<file path="config.mk">
export PLATFORM = sky130hd
export DESIGN_NAME = credit_switch_allocator
export DESIGN_NICKNAME = d
export VERILOG_FILES = /design/src/rtl/credit_switch_allocator.sv
export SDC_FILE = /design/constraint.sdc
export NUM_CORES = 1
export LEC_CHECK = 0
export BUFFER_PORTS_ARGS = -buffer_cell sky130_fd_sc_hd__buf_4
export CAP_MARGIN = 25
export CELL_PAD_IN_SITES_DETAIL_PLACEMENT = 1
export CELL_PAD_IN_SITES_GLOBAL_PLACEMENT = 1
export CORE_MARGIN = 5
export CORE_UTILIZATION = 50
export CTS_BUF_LIST = sky130_fd_sc_hd__clkbuf_8
export DETAILED_ROUTE_END_ITERATION = 8
export GPL_TIMING_DRIVEN = 0
export PLACE_DENSITY = 0.87
export SLEW_MARGIN = 15
export SYNTH_ARGS = -nofsm -noshare
export SYNTH_HDL_FRONTEND = slang
export SYNTH_SLANG_ARGS = --single-unit
</file>
<file path="constraint.sdc">
create_clock -name clk -period 7.55 [get_ports clk]
set_input_delay 1.51 -clock clk [delete_from_list [all_inputs] [get_ports clk]]
set_output_delay 1.51 -clock clk [all_outputs]
set_load 0.02 [all_outputs]
</file>
<file path="src/rtl/credit_switch_allocator.sv">
// ---------------------------------------------------------------------------
// credit_switch_allocator
//
// Per-output round-robin switch allocator with credit-based downstream flow
// control for the mesh router. Each output keeps a credit counter mirroring
// the free space in the downstream input queue. An input may only win an
// output while that output has at least one credit.
//
// Ports:
//   clk              - clock
//   reset_n          - asynchronous active-low reset
//   i_output_req     - [input][output] request matrix, expected one-hot per row
//   i_credit_return  - per-output pulse, one per packet popped downstream
//   o_output_grant   - [output][input] one-hot input select for the switch
//   o_input_grant    - per-input FIFO read enable
//   o_credit_count   - registered credit count per output
//   o_credit_err     - sticky flag for attempted credit overflow/underflow
//
// Port and matrix ranges are ascending, so index 0 (local port) is the MSB
// of each packed vector.
// ---------------------------------------------------------------------------
module credit_switch_allocator #(
    parameter int N            = 5,
    parameter int M            = 5,
    parameter int CREDIT_DEPTH = 4,
    localparam int CW          = $clog2(CREDIT_DEPTH + 1),
    localparam int PW          = (N > 1) ? $clog2(N) : 1
) (
    input  logic                    clk,
    input  logic                    reset_n,
    input  logic [0:N-1][0:M-1]     i_output_req,
    input  logic [0:M-1]            i_credit_return,
    output logic [0:M-1][0:N-1]     o_output_grant,
    output logic [0:N-1]            o_input_grant,
    output logic [0:M-1][CW-1:0]    o_credit_count,
    output logic                    o_credit_err
);

    logic [0:M-1][CW-1:0] r_credit;
    logic [0:M-1][PW-1:0] r_rrPtr;
    logic                 r_creditErr;

    logic [0:N-1][0:M-1]  w_maskedReq;
    logic [0:M-1][0:N-1]  w_grant;
    logic [0:M-1]         w_granted;
    logic [0:M-1][PW-1:0] w_grantIdx;
    logic [0:N-1]         w_inputGrant;

    // Modulo-N wrap for a scan position that is at most 2N-2.
    function automatic int wrapIdx(input int a);
        return (a >= N) ? a - N : a;
    endfunction

    // Keep only the lowest-index output of each request row so that an input
    // can never win more than one output in a cycle.
    always_comb begin
        w_maskedReq = '0;
        for (int i = 0; i < N; i++) begin
            for (int o = 0; o < M; o++) begin
                if (i_output_req[i][o] && (w_maskedReq[i] == '0)) begin
                    w_maskedReq[i][o] = 1'b1;
                end
            end
        end
    end

    // Round-robin scan per output starting at its pointer; an output with no
    // credits grants nobody.
    always_comb begin
        w_grant    = '0;
        w_granted  = '0;
        w_grantIdx = '0;
        for (int o = 0; o < M; o++) begin
            if (r_credit[o] != '0) begin
                for (int k = 0; k < N; k++) begin
                    if (!w_granted[o] && w_maskedReq[wrapIdx(int'(r_rrPtr[o]) + k)][o]) begin
                        w_grant[o][wrapIdx(int'(r_rrPtr[o]) + k)] = 1'b1;
                        w_granted[o]  = 1'b1;
                        w_grantIdx[o] = PW'(wrapIdx(int'(r_rrPtr[o]) + k));
                    end
                end
            end
        end
    end

    // Grants are suppressed while reset is held, independent of requests.
    assign o_output_grant = reset_n ? w_grant : '0;

    always_comb begin
        w_inputGrant = '0;
        for (int o = 0; o < M; o++) begin
            for (int i = 0; i < N; i++) begin
                w_inputGrant[i] = w_inputGrant[i] | o_output_grant[o][i];
            end
        end
    end

    assign o_input_grant = w_inputGrant;

    // Pointer advances past the winner; credits move by grant/return with
    // saturation, and any attempt to leave the legal range flags an error.
    always_ff @(posedge clk or negedge reset_n) begin
        if (!reset_n) begin
            for (int o = 0; o < M; o++) begin
                r_credit[o] <= CW'(CREDIT_DEPTH);
            end
            r_rrPtr     <= '0;
            r_creditErr <= 1'b0;
        end else begin
            for (int o = 0; o < M; o++) begin
                if (w_granted[o]) begin
                    r_rrPtr[o] <= (w_grantIdx[o] == PW'(N - 1)) ? '0 : w_grantIdx[o] + 1'b1;
                end
                if (w_granted[o] && !i_credit_return[o]) begin
                    if (r_credit[o] == '0) begin
                        r_creditErr <= 1'b1;
                    end else begin
                        r_credit[o] <= r_credit[o] - 1'b1;
                    end
                end else if (!w_granted[o] && i_credit_return[o]) begin
                    if (r_credit[o] == CW'(CREDIT_DEPTH)) begin
                        r_creditErr <= 1'b1;
                    end else begin
                        r_credit[o] <= r_credit[o] + 1'b1;
                    end
                end
            end
        end
    end

    assign o_credit_count = r_credit;
    assign o_credit_err   = r_creditErr;

endmodule
</file>
# [Yosys cells after proc, flatten, opt, wreduce, memory -nomap -nowiden]
# Cells that the tools add are included.
[classes] add_sub_neg=60 reduce_logical=140 eq_ne=20 muxes=351 magnitude_cmp=75 n_bitwise=70
[ops] operator="$ge A32 B4 Y1 const B" n=25
[ops] operator="$lt A32 B1 Y1 const B" n=25
[ops] operator="$mux W32" n=25
[ops] operator="$not A32 Y32" n=25
[ops] operator="$bmux W5 S3" n=25
[ops] operator="$mux W5" n=60
[ops] operator="$mux W3" n=65
[ops] operator="$mux W1" n=130
[ops] operator="$or A5 B5 Y5" n=20
[ops] operator="$sub A4 B3 Y5 const B" n=20
[ops] operator="$ge A4 B3 Y1 const B" n=20
[ops] operator="$demux W1 S3" n=25
[ops] operator="$logic_and A1 B1 Y1" n=75
[ops] operator="$add A3 B2 Y4 const B" n=10
[ops] operator="$mux W4" n=10
[ops] operator="$add A3 B1 Y3 const B" n=10
[ops] operator="$eq A3 B3 Y1 const B" n=10
[ops] operator="$logic_not A1 Y1" n=30
[ops] operator="$logic_not A3 Y1" n=10
[ops] operator="$mux W25" n=1
[ops] operator="$add A3 B1 Y4 const B" n=5
[ops] operator="$add A3 B3 Y4 const B" n=5
[ops] operator="$logic_not A4 Y1" n=5
[ops] operator="$mux W2" n=10
[ops] operator="10 further kinds" n=70
[totals] ff_bits=31 elab_cells=727 output_inout_bits=46 input_bits=32

# [Logic depth before layout (Yosys ltp)]
[logic_depth] depth_word=50 mapped_depth=23 depth_no_buf=22

# [Worst setup path before layout]
# No wires, ideal clock.
[synth_timing] kind="input -> output" start="input port i_output_req[9] (netlist bit)" end="output port o_input_grant[3] (netlist bit)" slack_ps=1703 t_required_ps=6040 cell_stages=12 arrival_ps=4337 n_path_buf=2 path_cell_list="clkbuf_1 > nor3_1 > nand3b_1 > mux2_2 > a221oi_1 > a41oi_1 > or4_1 > buf_2 > nor3_2 > nand3_1 > a31oi_1 > or4b_1"
[synth_lines] element="start, declared" line="31" rtl="input logic [0:N-1][0:M-1] i_output_req,"
[synth_lines] element="end, declared" line="34" rtl="output logic [0:N-1] o_input_grant,"

# [Worst setup path after layout]
[layout_timing] start="register r_rrPtr[6] (netlist bit)" end="output port o_input_grant[4] (netlist bit)"
[layout_between] elab_chain_cells=28 word_cells_on_any_way=98
[layout_lines] element="start, declared" line="40" rtl="logic [0:M-1][PW-1:0] r_rrPtr;"
[layout_lines] element="start signal, assigned by index" line="112" rtl="r_rrPtr[o] <= (w_grantIdx[o] == PW'(N - 1)) ? '0 : w_grantIdx[o] + 1'b1;"
[layout_lines] element="parallel branches: the longest is 22 deep, another holds $ge A32 B4 Y1"
[layout_lines] element="$mux W5 *" line="76" rtl="if (!w_granted[o] && w_maskedReq[wrapIdx(int'(r_rrPtr[o]) + k)][o]) begin"
[layout_lines] element="$mux W5 *" line="74" rtl="if (r_credit[o] != '0) begin"
[layout_lines] element="$mux W25 *" line="87" rtl="assign o_output_grant = reset_n ? w_grant : '0;"
[layout_lines] element="$or A1 B1 Y1 * (3 in a row)" line="93" rtl="w_inputGrant[i] = w_inputGrant[i] | o_output_grant[o][i];"
# Mark *: on every way between the ends. The select of a mux whose other input is x is not followed.

==> impl_metrics.csv <==
group,metric,value,unit
logic_synthesis,yosys-top-cells-area,"ha_1 10%, dfrtp_1 6.1%, o21ai_0 6.0%",
global_route,grt_usage,36.4,%
routing,routed_wl,45800,um
logic_synthesis,ys_seq_elements,31,
global_route,grt_pass1_wl,71700,um
logic_synthesis,avgSynthCellArea,6.80,sq um
sta,slew-limit-headroom,34.3,%
worst_setup_path,path_max_fanout,12,
sta,fmax,135,MHz
sta,drv_slew,0,
worst_setup_path,critPathRequiredTime,6.04,ns
logic_synthesis,synth_top_family_by_area,"compound AO/OA/AOI/OAI gates",
worst_hold_path,hp-class,"register to register",
cells_and_area,fin_nets,1774,
logic_synthesis,ys.flop_type,"dfrtp_1",
sta,holdWs,0.575,ns
logic_synthesis,synth_compound_area_share,37.5,%
sta,setup-violations-final,0,
sta,period_minus_slack,7.41,ns
global_route,grt_pass1_vias,13032,
floorplan,dieArea,24300,sq um
cells_and_area,ff_latch_area,782,sq um
routing,route.detailed.drc,0,
logic_synthesis,synth_area_leader_cell,"ha_1",
clocking,clk_latency,0.33,ns
place,globalplace.congestion,1.01,
worst_setup_path,cp-end-kind,"primary output",
floorplan,io_pins,78,
logic_synthesis,yosys.area_share.simple,29.9,%
sta,hold_violations,0,
sta,finClkSkew,0.0109,ns
cells_and_area,area_delta_synth_final,9.78,%
sta,tightest_slew,0.961,ns
logic_synthesis,synthTopCellsByCount,"129 x nor2_1, 128 x o21ai_0, 127 x nand2_1, 109 x a21oi_1, 92 x inv_1",
logic_synthesis,synth_edf_count,0,
logic_synthesis,syn_area,10600,sq um
cells_and_area,n_fill_cell,2899,
cells_and_area,drive_above_1_share,11.5,%
clocking,cts_buffers,5,
worst_hold_path,min_from,"o_credit_err",
logic_synthesis,synth_fa_ha_area_share,12.0,%
cells_and_area,antenna_cells,0,
routing,post_drt_wl_per_cell,23.9,um
routing,post_drt_via_cell_ratio,7.00,
clocking,cts_tree,"yes",
cells_and_area,multiInputGateArea,9120,sq um
logic_synthesis,post-synth-top-count-cell,"nor2_1",
place,portBuffers,76,
place,pre_cts_slack,0.736,ns
logic_synthesis,postSynthCellCount,1563,
floorplan,start_util,50.7,%
logic_synthesis,yosysWarnings,0,
sta,min_period_over_period,98.2,%
routing,ant_nets,0,
logic_synthesis,yosys-mux-area-fraction,3.71,%
worst_setup_path,rr_startpoint,"r_rrPtr[6]",
routing,first_iter_violations,1031,
worst_setup_path,startpoint_type,"register",
clocking,htreeDepth,2,
logic_synthesis,ys_types,99,
clocking,hold_buffers,0,
floorplan,rows,53,
global_route,antenna_found_initial,0,
clocking,path_clk_slew,0.10,ns
global_route,grt_overflow,0,
logic_synthesis,async_flop_share,100,%
global_route,grt_max_degree,33,
place,dp_hpwl,36800,um
worst_setup_path,crit_path_start,"r_rrPtr[6]",
floorplan,dieHeight,156,um
worst_setup_path,worstPathArrival,5.90,ns
clocking,cts_root_buffer,"clkbuf_8",
logic_synthesis,synth_xor_xnor_area_share,2.64,%
job,cap_violations,0,
clocking,cts_buffer_depth,2,
logic_synthesis,synth.top_cell.area_share,10.1,%
floorplan,die_w,156,um
logic_synthesis,yosysSeqAreaShare,7.36,%
logic_synthesis,syn_nets,1691,
worst_setup_path,path_class,"register to primary output",
floorplan,core-area,21000,sq um
clocking,cts.sink_count,31,
run_status,status,"completed",
sta,setup_slack,0.140,ns
routing,drt_first_pass_iters,5,
routing,vias,13447,
==> cell usage in the layout, fill, tap and decap left out, drive strengths merged, types with 17 or more instances in the layout <==
cell    instances
nor4           22
a21o           19
clkbuf         45
or3            26
xnor2          23
nor2b          30
mux2i          30
a211oi         28
nor3           57
nand2b         32
inv            92
a22oi          29
nand2         128
and2           17
o211ai         19
a31oi          47
o31ai          20
o21ai         131
o22ai          20
nand3          47
dfrtp          26
and3           20
ha             86
buf           121
a21oi         113
nor2          129
==> area by class of cell <==
| cell class | count | share of cell area, % |
|---|---|---|
| buffer | 85 | 3.19 |
| sequential | 31 | 6.71 |
| clock inverter | 3 | 0.376 |
| timing repair buffer | 76 | 4.89 |
| inverter | 95 | 3.06 |
| clock buffer | 5 | 0.590 |
| multi-input combinational | 1352 | 78.2 |
| tap | 275 | 2.95 |
==> metrics by stage <==
stage          utilization (%)  cells  cell area (sq um)   TNS [ns]
6_report                  55.6   1922              11700          0
5_1_grt                   55.6   1922              11700  -0.000830
4_1_cts                   55.6   1922              11600          0
3_5_place_dp              55.1   1914              11500          0
3_3_place_gp              55.1   1914              11500          0
2_1_floorplan                -   1563              10600          0
==> registers in the layout (all words and copies together), names as in the netlist <==
signal / cells
o_credit_count: 15
o_credit_err: 1
r_rrPtr: 15
==> logic make-up after synthesis <==
kind of cell,after synthesis
adders and majority gates,96
muxes,37
AOI/OAI and AO/OA,585
xor gates and xnor gates,32
and+or+nand+nor,602
DFF,31
buffers and inverters,180
==> worst max-delay path, cell delays in order, from the launching register on <==
cell and delay, ns:
dfrtp_1 0.55, buf_2 0.31, inv_1 0.17, clkbuf_1 0.31, ha_1 0.40, ha_1 0.33
clkbuf_1 0.39, nor2_1 0.18, a221oi_2 0.60, mux2i_1 0.33, mux2i_1 0.16, o211ai_1 0.39
nor3_2 0.14, nand3_1 0.11, a31oi_1 0.20, nor2_1 0.26, or4b_1 0.53, buf_4 0.19
==> path summary, 6_finish.rpt <==
check	endpoint	slack, ns	cells past startpoint
worst min-delay path	o_credit_err	0.57	2
worst max register to register	o_credit_count[8]	1.37	20
worst max-delay path	o_input_grant[4]	0.14	17
worst min register to register	o_credit_err	0.57	2
max in group asynchronous	o_credit_count[11]	6.00	1
min in group asynchronous	o_credit_count[6]	1.16	1
==> what timing repair did <==
item,CTS,global route
setup endpoints to repair,0,1
resized for setup,0,2
setup buffers,0,0
==> metal layers <==
layer / global-route usage, % / vias to the layer above / wire (um) / share of wire (%)
li1: - / 6101 / - / -
met1: 46.8 / 6581 / 18700 / 41
met2: 61.2 / 624 / 21400 / 47
met3: 4.38 / 141 / 3590 / 7.8
met4: 16.1 / 0 / 2220 / 4.8
met5: 0 / - / 0 / 0
Power is left out: the tool's default activity adds up to more than one toggle a clock period on the data nets, which glitch-free logic cannot reach.
